<file path="src/rtl/tia_pkg.sv">
// Shared constants and phase encoding for the TIA horizontal timing slice.
package tia_pkg;

  localparam int unsigned HcountW          = 6;
  localparam int unsigned HcountMaxDef     = 56;
  localparam int unsigned HsyncStartDef    = 4;
  localparam int unsigned HsyncEndDef      = 8;
  localparam int unsigned HblankEndDef     = 17;
  localparam int unsigned HblankEndHmDef   = 19;

  // S1 and S2 are the latch strobe phases; H1/H2 are the gaps between them.
  typedef enum logic [1:0] {
    PhS1 = 2'd0,
    PhH1 = 2'd1,
    PhS2 = 2'd2,
    PhH2 = 2'd3
  } phase_e;

endpackage

</file>
<file path="src/rtl/tia_phase_gen.sv">
// Four-phase colour-clock divider producing the non-overlapping phi1/phi2 strobes.
module tia_phase_gen
  import tia_pkg::*;
(
  input  logic   clk_i,
  input  logic   rst_ni,
  input  logic   sync_i,
  output phase_e ph_o,
  output logic   phi1_o,
  output logic   phi2_o,
  output logic   wrap_o
);

  phase_e ph_q, ph_d;

  always_comb begin
    ph_d = phase_e'(ph_q + 2'd1);
    if (sync_i) ph_d = PhS1;
  end

  always_ff @(posedge clk_i or negedge rst_ni) begin
    if (!rst_ni) ph_q <= PhH2;
    else         ph_q <= ph_d;
  end

  assign ph_o   = ph_q;
  assign phi1_o = (ph_q == PhS1);
  assign phi2_o = (ph_q == PhS2);
  assign wrap_o = (ph_q == PhH2);

endmodule

</file>
<file path="src/rtl/tia_hsync_sched.sv">
// Horizontal line scheduler: hcount, sync/blank windows, WSYNC stall, RSYNC and HMOVE blank.
module tia_hsync_sched
  import tia_pkg::*;
#(
  parameter int unsigned HCOUNT_MAX       = HcountMaxDef,
  parameter int unsigned HSYNC_START      = HsyncStartDef,
  parameter int unsigned HSYNC_END        = HsyncEndDef,
  parameter int unsigned HBLANK_END       = HblankEndDef,
  parameter int unsigned HBLANK_END_HMOVE = HblankEndHmDef
) (
  input  logic               clk,
  input  logic               rst_n,
  input  logic               wsync_strobe,
  input  logic               rsync_strobe,
  input  logic               hmove_strobe,
  output logic               phi1,
  output logic               phi2,
  output logic [HcountW-1:0] hcount,
  output logic               line_start,
  output logic               hblank,
  output logic               hsync,
  output logic               rdy,
  output logic               hmove_active
);

  localparam logic [HcountW-1:0] HcMax   = HcountW'(HCOUNT_MAX);
  localparam logic [HcountW-1:0] HsStart = HcountW'(HSYNC_START);
  localparam logic [HcountW-1:0] HsEnd   = HcountW'(HSYNC_END);
  localparam logic [HcountW-1:0] HbEnd   = HcountW'(HBLANK_END);
  localparam logic [HcountW-1:0] HbEndHm = HcountW'(HBLANK_END_HMOVE);

  phase_e ph;
  logic   ph_wrap;

  tia_phase_gen u_phase_gen (
    .clk_i  (clk),
    .rst_ni (rst_n),
    .sync_i (rsync_strobe),
    .ph_o   (ph),
    .phi1_o (phi1),
    .phi2_o (phi2),
    .wrap_o (ph_wrap)
  );

  logic [HcountW-1:0] hcount_q, hcount_d, hc_next, blank_end;
  logic               hblank_q, hblank_d;
  logic               wsync_pending_q, wsync_pending_d;
  logic               hmove_pending_q, hmove_pending_d;
  logic               hmove_active_q, hmove_active_d;
  logic               at_max, ls_edge, count_edge;

  always_comb begin
    hc_next    = hcount_q + 6'd1;
    at_max     = (hcount_q == HcMax);
    // RSYNC and a natural wrap both land on hcount 0 / phase 0, so one line_start results.
    ls_edge    = rsync_strobe | (ph_wrap & at_max);
    count_edge = ph_wrap & ~rsync_strobe;
    blank_end  = hmove_active_q ? HbEndHm : HbEnd;

    hcount_d = hcount_q;
    if (ls_edge)         hcount_d = '0;
    else if (count_edge) hcount_d = hc_next;

    hblank_d = hblank_q;
    if (ls_edge)                                 hblank_d = 1'b1;
    else if (count_edge && hc_next == blank_end) hblank_d = 1'b0;

    // A strobe on the line_start edge wins, so the stall spans the whole next line.
    wsync_pending_d = wsync_pending_q;
    if (wsync_strobe) wsync_pending_d = 1'b1;
    else if (ls_edge) wsync_pending_d = 1'b0;

    hmove_pending_d = hmove_pending_q;
    if (hmove_strobe) hmove_pending_d = 1'b1;
    else if (ls_edge) hmove_pending_d = 1'b0;

    hmove_active_d = hmove_active_q;
    if (ls_edge)                               hmove_active_d = hmove_pending_q;
    else if (count_edge && hc_next == HbEndHm) hmove_active_d = 1'b0;
  end

  always_ff @(posedge clk or negedge rst_n) begin
    if (!rst_n) begin
      hcount_q        <= HcMax;
      hblank_q        <= 1'b1;
      wsync_pending_q <= 1'b0;
      hmove_pending_q <= 1'b0;
      hmove_active_q  <= 1'b0;
    end else begin
      hcount_q        <= hcount_d;
      hblank_q        <= hblank_d;
      wsync_pending_q <= wsync_pending_d;
      hmove_pending_q <= hmove_pending_d;
      hmove_active_q  <= hmove_active_d;
    end
  end

  assign hcount       = hcount_q;
  assign line_start   = (ph == PhS1) && (hcount_q == '0);
  assign hsync        = (hcount_q >= HsStart) && (hcount_q < HsEnd);
  assign hblank       = hblank_q;
  assign rdy          = ~wsync_pending_q;
  assign hmove_active = hmove_active_q;

endmodule

</file>
<file path="config.mk">
export PLATFORM = sky130hd
export DESIGN_NAME = tia_hsync_sched
export DESIGN_NICKNAME = d
export VERILOG_FILES = /design/src/rtl/tia_pkg.sv /design/src/rtl/tia_phase_gen.sv /design/src/rtl/tia_hsync_sched.sv
export SDC_FILE = /design/constraint.sdc
export NUM_CORES = 1
export LEC_CHECK = 0
export CAP_MARGIN = 20
export CELL_PAD_IN_SITES_DETAIL_PLACEMENT = 1
export CELL_PAD_IN_SITES_GLOBAL_PLACEMENT = 1
export CORE_UTILIZATION = 49
export DETAILED_ROUTE_END_ITERATION = 8
export DONT_BUFFER_PORTS = 1
export MAX_ROUTING_LAYER = met4
export PLACE_DENSITY = 0.87
export SLEW_MARGIN = 0
export SYNTH_ARGS = -nofsm -noshare
export SYNTH_HDL_FRONTEND = slang
export SYNTH_SLANG_ARGS = --single-unit
</file>
<file path="constraint.sdc">
create_clock -name clk -period 2.8 [get_ports clk]
set_clock_uncertainty 0.2 [all_clocks]
set_input_delay 0 -clock clk [delete_from_list [all_inputs] [get_ports clk]]
set_output_delay 0 -clock clk [all_outputs]
set_load 0.02 [all_outputs]
</file>
==> reports/results.txt, run 1 <==
Starting Density: 0.557
Storage element area: 308 µm²
Root Driver: clkbuf_4
Yosys cell types: 35
GRT Resource Usage Total: 0.242
Final antenna-violating net count: 0
Row Count: 13
Drt wl/cell: 19.3 µm
Startpoint types: register
Synth area leader: dfstp_2
First-pass GRT wire length: 2970 µm
Synth top area share: 0.205
Synth Flop Type: dfstp_2
Die ar.: 0.00173 mm²
CP endpoint kind: register
Min-Delay Path Class: in -> reg
Multi-input gate area: 412 µm²
Status: complete, no violations
Max Clock Freq: 486 MHz
Initial antenna violation count: 0
Hold buffer count at cts: 5
Cell Chain, Critical Path: ha_1 > and4_4 > a21oi_4 > and3_4 > a32oi_2
Static leakage power: 0.374 nW
Final WL: 1810 µm
Syn_nets: 85
# DRC: 0
DIE HEIGHT: 41.6 µm
Finished Cell Area: 847 µm²
Worst VDD drop: 0.253 mV
Crit path largest cell delay: 0.55 ns
Final setup vio count: 0
Synth area leaders: dfstp_2, dfrtp_1, ha_1, a311oi_1, and4_4
Critical setup path kind: reg -> reg
GP Congestion: 0.706
CP required: 2.80 ns
Mapped Area: 769 µm²
Post-route clock period utilization: 0.735
DRT iter0 DRCs: 5
Fillers: 155
Setup TNS Final: 0 ns
Pwr Density: 454 mW/mm²
Critical Path Start: u_phase_gen.ph_o[0]
RSZ-0062 raised after global routing: false
CP max stage cell: dfstp_2
Launching point of the worst reg2reg path: u_phase_gen.ph_o[0]
Slew HR: 0.636
Nets: 91
Hold Violations, Final: 0
Clk_lat worst skew: 0.28 ns
WP data arrival: 2.06 ns
Post-DP Area: 761 µm²
Setup bufs post-CTS: 0
PostCTS Resize Cnt: 0
Die span in x: 41.6 µm
Crit path time final: 2.06 ns
CTS buffer count: 3
Total gr overflow: 0
Vias in the first global route: 592
Synthesized flop and latch total: 12
Core area: 0.00138 mm²
Worst-path clk slew: 0.07 ns
1st-pass router iterations: 4
Crit-path max FO: 13
Synth async-reset ratio: 1.00
Vias/cell: 6.36
Synth-to-Final Area Change: 10.1%
Seq/Total Area, Yosys: 0.400
Final HPWL DP: 1210 µm
Worst-Margin Slew: 0.544 ns
Vias: 598
# diodes: 0
Max-Cap Viols: 0
Post-Synthesis Cells: 74
Hold path start: hmove_strobe
Fin. max-slew vios: 0
Share of layout cells above drive strength 1: 0.241
CTS tree: yes
Syn. warnings: 0
Clock sink count: 12
Commonest cells after routing, fill and taps aside: inv_1, ha_1, dfstp_2, dfrtp_1
Htree depth: 1
Largest net degree at the start of global routing: 14
CTS Buffer Depth: 2
Post-synth EDFFs: 0
Syn avg cell area: 10.4 µm²
Top Ports: 18
Buffers on Ports: 0
[cells in the mapped netlist (2+ instances only)]
master	count
dfrtp_1	6
xor2_1	2
nand2b_1	2
a21o_1	2
inv_1	6
dfstp_2	6
nand3_1	4
ha_1	6
a311oi_1	3
nor2_1	3
nand2_1	5
and4_4	2
a41oi_1	2
a21oi_1	4
[power by group]
part           internal (W)  total (W)  switching [W]
registers          0.000182   0.000193      0.0000107
logic             0.0000202  0.0000512      0.0000310
clock network     0.0000792   0.000140      0.0000612
total              0.000282   0.000385       0.000103
[final timing paths]
path                            slack (ns)             endpoint  cells after the start
min in group asynchronous             0.47            hcount[0]                      2
worst max register to register        0.74               hblank                      5
worst min-delay path                  0.16      hmove_pending_q                      2
max in group asynchronous             1.56  u_phase_gen.ph_o[0]                      2
worst max-delay path                  0.74               hblank                      5
worst min register to register        0.31      hmove_pending_q                      1
[routing by layer]
layer / global-route usage / up-vias / part of all wire / wire (µm)
li1: - / 274 / - / -
met1: 0.286 / 294 / 0.41 / 741
met2: 0.384 / 22 / 0.51 / 926
met3: 0.0609 / 8 / 0.049 / 88
met4: 0.116 / 0 / 0.031 / 57
met5: - / - / 0 / 0
[sequential cells by signal (all words and copies together), names as in the netlist]
register          cells
u_phase_gen.ph_o      2
hblank                1
hmove_active          1
hcount                6
hmove_pending_q       1
wsync_pending_q       1
[cell type report]
| cell class | instances | share of cell area |
|---|---|---|
| Tap cell | 15 | 0.0222 |
| Clock buffer | 4 | 0.0428 |
| Sequential cell | 12 | 0.363 |
| Timing Repair Buffer | 5 | 0.0591 |
| Inverter | 6 | 0.0266 |
| Multi-Input combinational cell | 52 | 0.486 |
[cell families after synthesis]
group / count (synthesis) / synth area share
AOI/OAI and AO/OA: 17 / 0.194
adders and majority gates: 6 / 0.0976
and+or+nand+nor: 25 / 0.197
xor gates and xnor gates: 3 / 0.0342
muxes: 1 / 0.0130
DFF: 12 / 0.400
buffers and inverters: 10 / 0.0650
[metrics by stage]
stage	total power, W	setup slack [ns]	cells	utilization	hold slack [ns]
6_report	0.000385	0.743	94	0.613	0.156
4_1_cts	0.000388	0.741	94	0.613	0.146
5_1_grt	0.000402	0.599	94	0.613	0.149
3_3_place_gp	0.000235	0.816	85	0.550	-0.495
2_1_floorplan	0.000231	0.959	74	-	-0.496
3_5_place_dp	0.000236	0.770	85	0.550	-0.495
[critical path, delay by kind of cell (launching register included)]
family,cells,cell delay [ns]
AOI/OAI and AO/OA,2,0.27
adders and majority gates,1,0.42
DFF,1,0.55
and+or+nand+nor,2,0.54
Note: power is estimated with default switching activity, not from simulation.
==> inputs of run 2 (changes only) <==
--- a/config.mk
+++ b/config.mk
@@ -5,14 +5,15 @@
 export SDC_FILE = /design/constraint.sdc
 export NUM_CORES = 1
 export LEC_CHECK = 0
+export ABC_AREA = 1
 export CAP_MARGIN = 20
 export CELL_PAD_IN_SITES_DETAIL_PLACEMENT = 1
 export CELL_PAD_IN_SITES_GLOBAL_PLACEMENT = 1
-export CORE_UTILIZATION = 49
+export CORE_UTILIZATION = 42
 export DETAILED_ROUTE_END_ITERATION = 8
 export DONT_BUFFER_PORTS = 1
 export MAX_ROUTING_LAYER = met4
-export PLACE_DENSITY = 0.87
+export PLACE_DENSITY = 0.81
 export SLEW_MARGIN = 0
 export SYNTH_ARGS = -nofsm -noshare
 export SYNTH_HDL_FRONTEND = slang
==> constraint.sdc (replaced) <==
create_clock -name clk -period 1.9 [get_ports clk]
set_clock_uncertainty 0.2 [all_clocks]
set_input_delay 0 -clock clk [delete_from_list [all_inputs] [get_ports clk]]
set_output_delay 0 -clock clk [all_outputs]
set_load 0.02 [all_outputs]
==> run 2 against run 1 <==
Synthesized area is 7.0% lower. Synthesized cell count is 24% higher. Via count is 9.7% higher. Clock power is 53% higher. Final cell count is 29% higher. Sequential share of layout area is 0.94 points lower. Final area is 2.7% higher. First-iteration DRC count is 80% higher. Flip-flop and latch count stayed put. Critical path depth is 3 higher. Setup slack worse by 0.62 ns. Critical path type unchanged. Largest cell class unchanged. Largest power group unchanged.
==> reports/results.txt, run 2 <==
Setup TNS Final: 0 ns
Post-synthesis compound-gate area fraction: 0.0804
Crit path time final: 1.77 ns
GP Congestion: 0.816
Top Ports: 18
Synth Flop Type: dfstp_2
Synth async-reset ratio: 1.00
Finished Cell Area: 870 µm²
XOR/XNOR Fraction of Synth Area: 0.0122
Nets: 117
Total gr overflow: 0
Most common cell after layout, fill and taps aside: nand2_1
Startpoint types: register
Critical setup path kind: reg -> reg
Min-Delay Path Class: in -> reg
DRT iter0 DRCs: 9
Commonest cells post-synth: nand2_1, inv_1, nor2_1
Simple-Gate Fraction of Synth Area: 0.273
Total power: 0.000578 W
Drt wl/cell: 17.2 µm
CTS buffer count: 3
Core area: 0.00154 mm²
Syn_nets: 103
RSZ-0062 raised after global routing: true
Post-synth EDFFs: 0
Largest register FFs: 6
Row Count: 14
Max-Cap Viols: 0
Seq/Total Area, Yosys: 0.430
Clk_lat worst skew: 0.29 ns
Post-DP Area: 751 µm²
Final HPWL DP: 1400 µm
CP max stage cell: dfrtp_1
Die ar.: 0.00187 mm²
CTS Buffer Depth: 2
Initial antenna violation count: 0
Slew HR: 0.619
Die span in x: 43.3 µm
CTS tree: yes
First-pass GRT wire length: 3340 µm
# diodes: 0
Starting Density: 0.464
Synth area leader: dfstp_2
Static leakage power: 0.432 nW
Synth area leaders: dfstp_2, dfrtp_1, nand2_1, ha_1, inv_1
CP endpoint kind: register
Syn avg cell area: 7.78 µm²
Max Clock Freq: 564 MHz
Worst VDD drop: 0.522 mV
Worst-Margin Slew: 0.569 ns
Crit-path max FO: 5
Dpl ws: 0.148 ns
Synth-to-Final Area Change: 21.5%
Htree depth: 1
Root Driver: clkbuf_4
WP data arrival: 1.79 ns
Crit path largest cell delay: 0.42 ns
Fillers: 193
Yosys cell types: 15
Synthesized flop and latch total: 12
Vias in the first global route: 708
Area share of fa/ha/maj cells after synthesis: 0.105
Cell Chain, Critical Path: inv_1 > ha_1 > inv_1 > nor2_1 > nand4_2 > buf_4 > nand3_1 > o21ai_0
Largest family of logic cells by synthesized area: simple AND/OR/NAND/NOR gates
Final WL: 2080 µm
Final setup vio count: 0
GRT Resource Usage Total: 0.259
DIE HEIGHT: 43.3 µm
# DRC: 0
CP required: 1.91 ns
Clock sink count: 12
Status: complete, no violations
Worst setup margin: 0.126 ns
Mux share of post-synthesis cell area: 0
Most frequent cell after synthesis: nand2_1
Commonest cells after routing, fill and taps aside: nand2_1, inv_1, nor2_1
Worst-path clk slew: 0.09 ns
Vias: 656
Largest net degree at the start of global routing: 13
Pwr Density: 665 mW/mm²
Final antenna-violating net count: 0
Buffers on Ports: 0
Share of layout cells above drive strength 1: 0.200
Vias/cell: 5.42
Syn. warnings: 0
Post-route clock period utilization: 0.934
Post-Synthesis Cells: 92
Most frequent CP cell: inv_1
Hold Violations, Final: 0
1st-pass router iterations: 4
Fin. max-slew vios: 0
Mapped Area: 716 µm²
Synth top area share: 0.220
-- run 2: changes by cell type after synthesis, sizes merged, moves of 3 or more --
cell	change
nand2	+17
inv	+13
nor2	+9
a21oi	-5
nand3	+4
a311oi	-3
a41oi	-3
buf	-3
o21ai	+3
o22ai	+3
-- run 2: worst max-delay path, delay by kind of cell (launching register included) --
family / cells / cell delay, ns
compound gates: 1 / 0.10
fa+ha+maj: 1 / 0.16
buf+inv: 3 / 0.38
flops: 1 / 0.42
simple gates: 3 / 0.46
-- run 2: report_power, final --
part	total (W)	switching [W]	internal, W
Sequential	0.000282	0.0000132	0.000269
Combinational	0.0000823	0.0000550	0.0000273
Clock	0.000214	0.0000969	0.000117
Total	0.000578	0.000165	0.000413
-- run 2: path summary, 6_finish.rpt --
kind,start,end,slack [ns],cells after the start
hold / removal,wsync_strobe,wsync_pending_q,0.17,2
max in group asynchronous,rst_n,hblank,0.64,2
hold reg to reg,hmove_pending_q,hmove_active,0.31,2
setup reg to reg,hcount[0],hcount[5],0.13,8
min in group asynchronous,rst_n,hcount[2],0.48,2
setup / recovery,hcount[0],hcount[5],0.13,8
-- run 2: logic make-up (layout without fill, tap and decap cells) --
group | after synthesis | count (layout)
flops | 12 | 12
compound gates | 9 | 9
buf+inv | 19 | 32
fa+ha+maj | 6 | 6
xor+xnor | 1 | 1
simple gates | 45 | 45
-- run 2: metal layers --
metal	global-route usage	wire, µm
met1	0.308	856
met2	0.442	1130
met3	0.0128	58
met4	0.127	30
met5	-	0
-- run 2: final cells by class --
| cell class | count | area, µm² | share of cell area |
|---|---|---|---|
| clock buffers | 4 | 36.3 | 0.0417 |
| inverters | 19 | 71.3 | 0.0820 |
| multi-input cells | 61 | 354 | 0.407 |
| flip-flops and latches | 12 | 308 | 0.354 |
| well taps | 16 | 20.0 | 0.0230 |
| repair buffers | 9 | 80.1 | 0.0921 |
-- run 2: what timing repair did --
| action | in CTS | in global routing |
|---|---|---|
| hold endpoints to repair | 24 | 0 |
| setup endpoints to repair | 0 | 4 |
| gates resized for setup | 0 | 5 |
| hold buffers | 5 | 0 |
| buffers inserted | 0 | 2 |
-- run 2: per-stage QoR --
stage	utilization	hold WS (ns)	instances
after floorplan	-	-0.496	92
after global placement	0.487	-0.495	110
after detailed placement	0.487	-0.495	110
after CTS	0.543	0.162	119
after global routing	0.564	0.166	121
final	0.564	0.171	121
